[src/rtl/uart_word_packer.sv]
// Packs little-endian UART bytes into 32-bit words and writes them into a memory ring through a
// single enable/done arbitration port, publishing the ring write pointer.
module uart_word_packer #(
  parameter logic [14:0] BASE_ADDR      = 15'h0000,
  parameter int unsigned DEPTH_LOG2     = 8,
  parameter int unsigned TIMEOUT_CYCLES = 100000
) (
  input  logic                  clk,
  input  logic                  rst,
  input  logic [7:0]            rx_byte,
  input  logic                  rx_valid,
  input  logic [DEPTH_LOG2-1:0] rd_ptr,
  input  logic                  mem_done,
  output logic                  mem_enable,
  output logic                  mem_readWrite,
  output logic [14:0]           mem_address,
  output logic [31:0]           mem_DataWrite,
  output logic [DEPTH_LOG2-1:0] wr_ptr,
  output logic                  overflow,
  output logic                  frame_error
);

  localparam int unsigned TW = (TIMEOUT_CYCLES > 1) ? $clog2(TIMEOUT_CYCLES) : 1;
  localparam logic [TW-1:0] TMAX = TW'(TIMEOUT_CYCLES - 1);

  typedef enum logic {StIdle, StWrite} state_e;

  state_e                state_q, state_d;
  logic [1:0]            byte_cnt_q, byte_cnt_d;
  logic [23:0]           shift_q, shift_d;
  logic [31:0]           pend_q, pend_d;
  logic                  pend_valid_q, pend_valid_d;
  logic [31:0]           wdata_q, wdata_d;
  logic [DEPTH_LOG2-1:0] wr_ptr_q, wr_ptr_d;
  logic                  overflow_q, overflow_d;
  logic [TW-1:0]         tmo_q, tmo_d;

  logic                  word_done, timeout_hit, moving, ring_full, accept;
  logic [DEPTH_LOG2-1:0] occ;

  always_comb begin
    word_done   = rx_valid && (byte_cnt_q == 2'd3);
    timeout_hit = (byte_cnt_q != 2'd0) && !rx_valid && (tmo_q == TMAX);
    // Pending is handed to the write stage this edge, so a new word may take its place.
    moving      = (state_q == StIdle) && pend_valid_q;
    // Slots already claimed: committed ones plus the word in flight and the one pending.
    occ         = wr_ptr_q + DEPTH_LOG2'(state_q == StWrite) + DEPTH_LOG2'(pend_valid_q);
    ring_full   = (occ + DEPTH_LOG2'(1)) == rd_ptr;
    accept      = word_done && (!pend_valid_q || moving) && !ring_full;
  end

  always_comb begin
    state_d      = state_q;
    byte_cnt_d   = byte_cnt_q;
    shift_d      = shift_q;
    pend_d       = pend_q;
    pend_valid_d = pend_valid_q;
    wdata_d      = wdata_q;
    wr_ptr_d     = wr_ptr_q;
    overflow_d   = overflow_q;
    tmo_d        = tmo_q;

    if (rx_valid) begin
      byte_cnt_d = byte_cnt_q + 2'd1;
      tmo_d      = '0;
      case (byte_cnt_q)
        2'd0:    shift_d[7:0]   = rx_byte;
        2'd1:    shift_d[15:8]  = rx_byte;
        2'd2:    shift_d[23:16] = rx_byte;
        default: shift_d        = '0;
      endcase
    end else if (byte_cnt_q != 2'd0) begin
      if (timeout_hit) begin
        byte_cnt_d = '0;
        shift_d    = '0;
        tmo_d      = '0;
      end else begin
        tmo_d = tmo_q + TW'(1);
      end
    end else begin
      tmo_d = '0;
    end

    case (state_q)
      StIdle: begin
        if (pend_valid_q) begin
          wdata_d      = pend_q;
          pend_valid_d = 1'b0;
          state_d      = StWrite;
        end
      end
      StWrite: begin
        if (mem_done) begin
          wr_ptr_d = wr_ptr_q + DEPTH_LOG2'(1);
          state_d  = StIdle;
        end
      end
      default: state_d = StIdle;
    endcase

    if (accept) begin
      pend_d       = {rx_byte, shift_q};
      pend_valid_d = 1'b1;
    end else if (word_done) begin
      overflow_d = 1'b1;
    end
  end

  always_ff @(posedge clk) begin
    if (rst) begin
      state_q      <= StIdle;
      byte_cnt_q   <= '0;
      shift_q      <= '0;
      pend_q       <= '0;
      pend_valid_q <= 1'b0;
      wdata_q      <= '0;
      wr_ptr_q     <= '0;
      overflow_q   <= 1'b0;
      tmo_q        <= '0;
    end else begin
      state_q      <= state_d;
      byte_cnt_q   <= byte_cnt_d;
      shift_q      <= shift_d;
      pend_q       <= pend_d;
      pend_valid_q <= pend_valid_d;
      wdata_q      <= wdata_d;
      wr_ptr_q     <= wr_ptr_d;
      overflow_q   <= overflow_d;
      tmo_q        <= tmo_d;
    end
  end

  always_comb begin
    mem_enable    = (state_q == StWrite);
    mem_readWrite = mem_enable;
    mem_address   = mem_enable ? (BASE_ADDR + 15'(wr_ptr_q)) : 15'h0000;
    mem_DataWrite = mem_enable ? wdata_q : 32'h0;
    wr_ptr        = wr_ptr_q;
    overflow      = overflow_q;
    frame_error   = timeout_hit;
  end

endmodule

[config.mk]
export PLATFORM = sky130hd
export DESIGN_NAME = uart_word_packer
export DESIGN_NICKNAME = d
export VERILOG_FILES = /design/src/rtl/uart_word_packer.sv
export SDC_FILE = /design/constraint.sdc
export NUM_CORES = 1
export LEC_CHECK = 0
export BUFFER_PORTS_ARGS = -buffer_cell sky130_fd_sc_hd__buf_2
export CAP_MARGIN = 30
export CORE_ASPECT_RATIO = 2
export CORE_MARGIN = 2
export CORE_UTILIZATION = 40
export DETAILED_ROUTE_END_ITERATION = 12
export SYNTH_ARGS = -nofsm -noshare
export SYNTH_HDL_FRONTEND = slang
export SYNTH_SLANG_ARGS = --single-unit
[constraint.sdc]
create_clock -name clk -period 8.53 [get_ports clk]
set_clock_uncertainty 0.15 [all_clocks]
set_input_delay 2.1325 -clock clk [delete_from_list [all_inputs] [get_ports clk]]
set_output_delay 2.1325 -clock clk [all_outputs]
set_load 0.05 [all_outputs]
==> summary.txt, run 1 <==
Cells and area
  – Final #Nets: 682
  – Multi-input logic area: 2880 sq um
  – Post-route cell area: 6460 sq um
  – Final core utilization: 47.8%
  – # diodes: 0
  – Fillers: 1349
  – Post-route insts no fill: 818
  – Layout cells sized above 1: 17.2%
  – Synth-to-Final Area Change: 16.8%
  – Register area: 2360 sq um

Timing
  – Period utilization: 68.5%
  – Final Hold Fails: 0
  – # setup viols final: 0
  – Fin Setup TNS: 0 ns
  – Clock period minus final worst setup slack: approximately 5.8 ns
  – Slew at the pin closest to its max-slew limit: 0.737 ns
  – Final slew viol count: 0
  – Highest Clock Rate: roughly 170 MHz
  – Max-Slew Margin vs Limit: around 51%
  – RSZ-0062 raised after global routing: false

Synth
  – Area share of the largest cell type after synthesis: 42.7%
  – Yosys warnings: 0
  – Async set-reset flop share out of synthesis: 0%
  – Top post-synthesis cells by area: dfxtp_1, mux2i_1, nand2b_1
  – EDFF count, synth: 0
  – Post-synth top area cell: dfxtp_1
  – Commonest cells in the synthesized netlist: dfxtp_1, nor2_1, mux2i_1, nand2b_1, and2_1
  – Post-Synthesis Cells: 598
  – Synthesized area: around 5500 sq um
  – Avg Synthesized Cell Area: 9.25 sq um
  – Main flop type after synthesis: dfxtp_1
  – Count leader, synth: dfxtp_1
  – Seq/Total Area, Yosys: 42.7%
  – FF+latch count, synth: 118
  – Yosys cell types: between 50 and 60

Detailed routing
  – Antenna-violating nets left: 0
  – Vias: 4090
  – TritonRoute pass-1 iters: 5
  – Via density: 5.00
  – Drc violations: 0
  – Initial DRC count: roughly 190
  – Aggregate routed wire length: 11700 um
  – Routed len/inst: ~14 um

Global route
  – Met3 Use GR: 4.32%
  – Met2 Track Usage GR: just under 30%
  – Largest net degree at the start of global routing: 88
  – Total GRT Usage: between 10% and 20%
  – Initial antenna violation count: 0
  – Most Used Layer, Global Route: met2
  – Number of global-route vias before repair: 4028
  – First-pass GRT wire length: ~19000 um
  – Met1 usage: between 10% and 20%
  – GR Overflow Total: 0

Clocking
  – TritonCTS clock tree: built
  – Clk slew on worst S/H paths: ~0.05 ns
  – Hold Buf Count CTS: 0
  – Postcts setup bufs: 0
  – CTS Root Cell: clkbuf_16
  – Num CTS Buffers: 17
  – H-tree Lvls: 4
  – Clock Sinks: 118
  – Post-CTS sizing: 0
  – Clock Tree Buf Depth: 2
  – Latest clock arrival within the worst-skew pair: roughly 0.40 ns

Floorplanning
  – Core Rows: 60
  – Die height: roughly 170 um
  – Die Wd: 87.1 um
  – IO Pins: just under 80
  – Full die area: 14800 sq um
  – Initial Utilization: 40.9%
  – Core area: 13500 sq um

Outcome
  – Status: completed

Setup path
  – Required time of the critical path: 6.25 ns
  – CP endpoint kind: output port
  – R2R setup slack: 4.79 ns
  – Critical Path Source Type: input pin
  – Arr. time, crit path: about 3.6 ns
  – Worst-path maximum fanout: 30
  – Kind of critical path: in -> out

Place
  – Dpl hpwl: 8170 um
  – # port buffers: 71
  – RD Place Congestion: 0.835
  – Post-place instance area: 5860 sq um
  – Placed Instances: between 700 and 800

Power and ir drop
  – Power per cell area: between 200 and 250 nW/um^2
  – VDD IR max: 152 uV
  – Pleak: 2.52 nW

Worst hold path
  – HP Class: reg -> reg

Flow run
  – # Max-Cap Violations: 0
[cell type report]
| class | count | area share [%] |
|---|---|---|
| clock inverters | 9 | 1.55 |
| flip-flops and latches | 118 | 36.6 |
| clock buffers | 23 | 7.40 |
| repair buffers | 75 | 6.51 |
| multi-input cells | 431 | 44.6 |
| well taps | 155 | 3.00 |
| inverters | 7 | 0.407 |
[flip-flops by register name, summed over array words and instances, names as in the netlist]
name and count:
tmo_q 17, pend_q 32, byte_cnt_q 2, mem_enable 1, wdata_q 32, pend_valid_q 1
wr_ptr 8, shift_q 24, overflow 1
[metal layers]
layer,vias up,wire length (um)
met5,-,0
met4,0,174
met3,10,408
met2,87,6250
met1,1908,4890
li1,2085,-
[metrics by stage]
stage / total power [mW] / hold slack [ns] / worst slack [ns]
2_1_floorplan: 0.628 / 0.268 / 3.15
3_5_place_dp: 0.641 / 0.289 / 2.71
4_1_cts: 1.33 / 0.307 / 2.70
3_3_place_gp: 0.640 / 0.278 / 2.69
6_report: 1.32 / 0.304 / 2.68
5_1_grt: 1.36 / 0.326 / 2.63
[report_power, final]
group | switching, mW | total [mW] | internal [mW]
sequential | 0.00374 | 0.560 | 0.557
clock | 0.237 | 0.687 | 0.450
combinational | 0.0456 | 0.0694 | 0.0238
total | 0.286 | 1.32 | 1.03
[critical path, cell delays in order]
cell and delay, ns:
buf_2 0.26, nor3b_1 0.27, nand4_1 0.17, nor3_4 0.38, buf_2 0.34
[placed cells by master, fill, tap and decap left out, types with 2 or more instances in the layout]
cell type and count:
dfxtp_1 118, nor2_1 71, buf_2 70, mux2i_1 66
nand2b_1 66, and2_1 40, nand2_1 34, nand4_1 23
a21oi_1 22, clkbuf_16 17, xor2_1 15, nand3_1 13
xnor2_1 13, ha_1 10, and3_1 8, inv_1 7
conb_1 7, a22o_1 5, clkinv_2 5, nor2b_1 3
clkbuf_1 3, clkbuf_8 3, buf_4 3, nor4_1 2
nor3b_1 2, o21bai_1 2, o21ba_1 2, a32oi_1 2
a211oi_1 2, bufinv_16 2, clkinvlp_4 2
[path summary, 6_finish.rpt]
kind              start           to  cells past startpoint
max            rx_valid  frame_error                      5
min          shift_q[8]   shift_q[8]                      2
max reg2reg  mem_enable    pend_q[9]                     12
min reg2reg  shift_q[8]   shift_q[8]                      2
[cells by family after synthesis]
kind of cell | synth area share, %
compound gates | 5.97
xor+xnor | 4.73
fa+ha+maj | 2.85
buf+inv | 5.70
flops | 42.7
mux | 11.9
other cells | 0.0678
simple gates | 26.0
Note: power is estimated with default switching activity, not from simulation.
==> run 2, diff against run 1 <==
- ABC_AREA: default -> 1
- clock period: 8.53 -> 4.7 ns (I/O delays scaled with it)
==> run 2 against run 1 <==
  * Final area up 2.3%
  * Largest power group unchanged
  * Routed wire length increased by 9.3%
  * Die area rose by 1.2%
  * Clock power increased by 94%
  * Critical endpoint unchanged
  * Sequential cell count is the same
  * Synthesized cell count rose by 28%
  * Sequential power increased by 82%
==> summary.txt, run 2 <==
Outcome
  – Status: completed

Power and ir drop
  – VDD IR max: 266 uV
  – Power per cell area: 371 nW/um^2
  – Pleak: 3.15 nW

Setup path
  – Required time of the critical path: 3.38 ns
  – Reg-to-Reg Start: pend_valid_q
  – Critical R2R Capture: pend_q[0]
  – R2R setup slack: 1.64 ns
  – Arr. time, crit path: about 2.1 ns
  – Kind of critical path: in -> out
  – Worst-path maximum fanout: 10
  – CP endpoint kind: output port
  – Reg2reg path depth: 14
  – Critical Path Source Type: input pin

Worst hold path
  – WHS Path Cells: 1
  – HP Class: reg -> reg
  – Hold path start: tmo_q[0]
  – Hold Crit Endpoint: tmo_q[0]

Synth
  – EDFF count, synth: 0
  – Count leader, synth: nand2_1
  – Yosys warnings: 0
  – Post-Synthesis Cells: between 700 and 800
  – Seq/Total Area, Yosys: 42.2%
  – FF+latch count, synth: ~120
  – Synthesized area: 5600 sq um
  – Main flop type after synthesis: dfxtp_1
  – Async set-reset flop share out of synthesis: 0%
  – Top post-synthesis cells by area: dfxtp_1, nand2_1, nor2_1
  – Commonest cells in the synthesized netlist: nand2_1, dfxtp_1, nor2_1
  – Post-synth top area cell: dfxtp_1
  – Yosys cell types: 34
  – Area share of the largest cell type after synthesis: 42.2%
  – Avg Synthesized Cell Area: about 7.3 sq um

Timing
  – Final slew viol count: 0
  – Fin Setup TNS: 0 ns
  – Final Hold Fails: 0
  – Slew at the pin closest to its max-slew limit: about 0.75 ns
  – Max-Slew Margin vs Limit: 49.7%
  – RSZ-0062 raised after global routing: false
  – Period utilization: 73.6%
  – Clock period minus final worst setup slack: 3.46 ns
  – Highest Clock Rate: roughly 290 MHz
  – # setup viols final: 0

Cells and area
  – # diodes: 0
  – Commonest cells after routing, fill and taps aside: nand2_1, dfxtp_1, nor2_1
  – Biggest regs: pend_q: 32 flops, wdata_q: 32 flops, shift_q: 24 flops
  – Post-route cell area: 6610 sq um
  – Most common cell after layout, fill and taps aside: nand2_1
  – Layout cells sized above 1: 21.7%
  – Synth-to-Final Area Change: 18.1%
  – Final #Nets: 852

Global route
  – GR Overflow Total: 0
  – Total GRT Usage: 18.4%
  – Initial antenna violation count: 0
  – Largest net degree at the start of global routing: 56
  – First-pass GRT wire length: 21800 um
  – Number of global-route vias before repair: 4630

Clocking
  – Postcts setup bufs: 0
  – Post-CTS sizing: 0
  – TritonCTS clock tree: built
  – Clock Sinks: 118
  – Num CTS Buffers: 17
  – Clk slew on worst S/H paths: 0.05 ns
  – Latest clock arrival within the worst-skew pair: 0.41 ns
  – H-tree Lvls: 4
  – Clock Tree Buf Depth: 2
  – Hold Buf Count CTS: 0
  – CTS Root Cell: clkbuf_16

Detailed routing
  – Vias: 4812
  – Drc violations: 0
  – Aggregate routed wire length: between 10000 and 15000 um
  – TritonRoute pass-1 iters: 4
  – Routed len/inst: 12.5 um
  – Antenna-violating nets left: 0
  – Via density: approximately 4.7
  – Initial DRC count: ~240

Floorplanning
  – IO Pins: 79
  – Die Wd: 87.7 um
  – Full die area: 15000 sq um
  – Core Rows: 61
  – Initial Utilization: just over 40%
  – Die height: 171 um
  – Core area: approximately 14000 sq um

Place
  – RD Place Congestion: 0.827
  – Post-place instance area: between 5000 and 6000 sq um
  – # port buffers: about 70
  – Dpl hpwl: between 9000 and 10000 um

Flow run
  – # Max-Cap Violations: 0
-- run 2: cell types whose count changed after synthesis, sizes merged, moves of 14 or more --
cell    change
nand2     +141
inv        +87
mux2i      -66
nand2b     -66
nand3      +50
a21oi      +47
and2       -42
o21ai      +37
nor2       +25
nor3       +14
-- run 2: layer usage --
layer	vias up	track usage, %	part of all wire [%]
met4	0	6.69	1.8
li1	2528	-	-
met1	2185	19.8	40
met2	81	33.8	54
met3	18	4.65	3.4
met5	-	0	0
-- run 2: report_power, final --
group          internal, mW  switching (mW)
clock network         0.881           0.449
registers              1.01         0.00592
logic                0.0263          0.0815
-- run 2: layout make-up --
| cell class | instances | area [sq um] |
|---|---|---|
| fillers | 1403 | 7210 |
| well taps | 189 | 236 |
| flip-flops and latches | 118 | 2360 |
| inverters | 95 | 359 |
| clock buffers | 18 | 429 |
| clock inverters | 14 | 184 |
| multi-input cells | 511 | 2620 |
| repair buffers | 77 | 420 |
-- run 2: cells by family (layout without fill, tap and decap cells) --
logic type	count (synthesis)	count (layout)	share of synthesized area (%)
compound gates	110	110	12.0
xor+xnor	11	11	1.72
fa+ha+maj	12	12	2.82
buf+inv	140	204	11.4
flops	118	118	42.2
other cells	1	7	0.0670
simple gates	371	371	29.8
-- run 2: worst max-delay path by stage --
| stage | from | end | depth (start not counted) |
|---|---|---|---|
| after floorplan | rx_valid | frame_error | 6 |
| after global placement | rx_valid | frame_error | 7 |
| after detailed placement | rx_valid | frame_error | 7 |
| after CTS | rx_valid | frame_error | 7 |
| after global routing | rx_valid | frame_error | 7 |
| final | rx_valid | frame_error | 7 |
-- run 2: critical path, stage by stage --
cell,delay [ns]
buf_2,0.16
inv_4,0.12
nand3_1,0.07
nor3_1,0.17
nand2_1,0.12
inv_1,0.07
buf_2,0.25
-- run 2: per-stage QoR --
step	setup slack [ns]	util, %	hold WS, ns	total power [mW]	cells
finish	1.24	47.8	0.299	2.45	1022
global route	1.13	47.8	0.329	2.54	1022
CTS	1.24	47.8	0.301	2.48	1022
detailed placement	1.24	43.4	0.291	1.15	990
global placement	1.25	43.2	0.278	1.15	989
floorplan	1.32	-	0.263	1.12	769
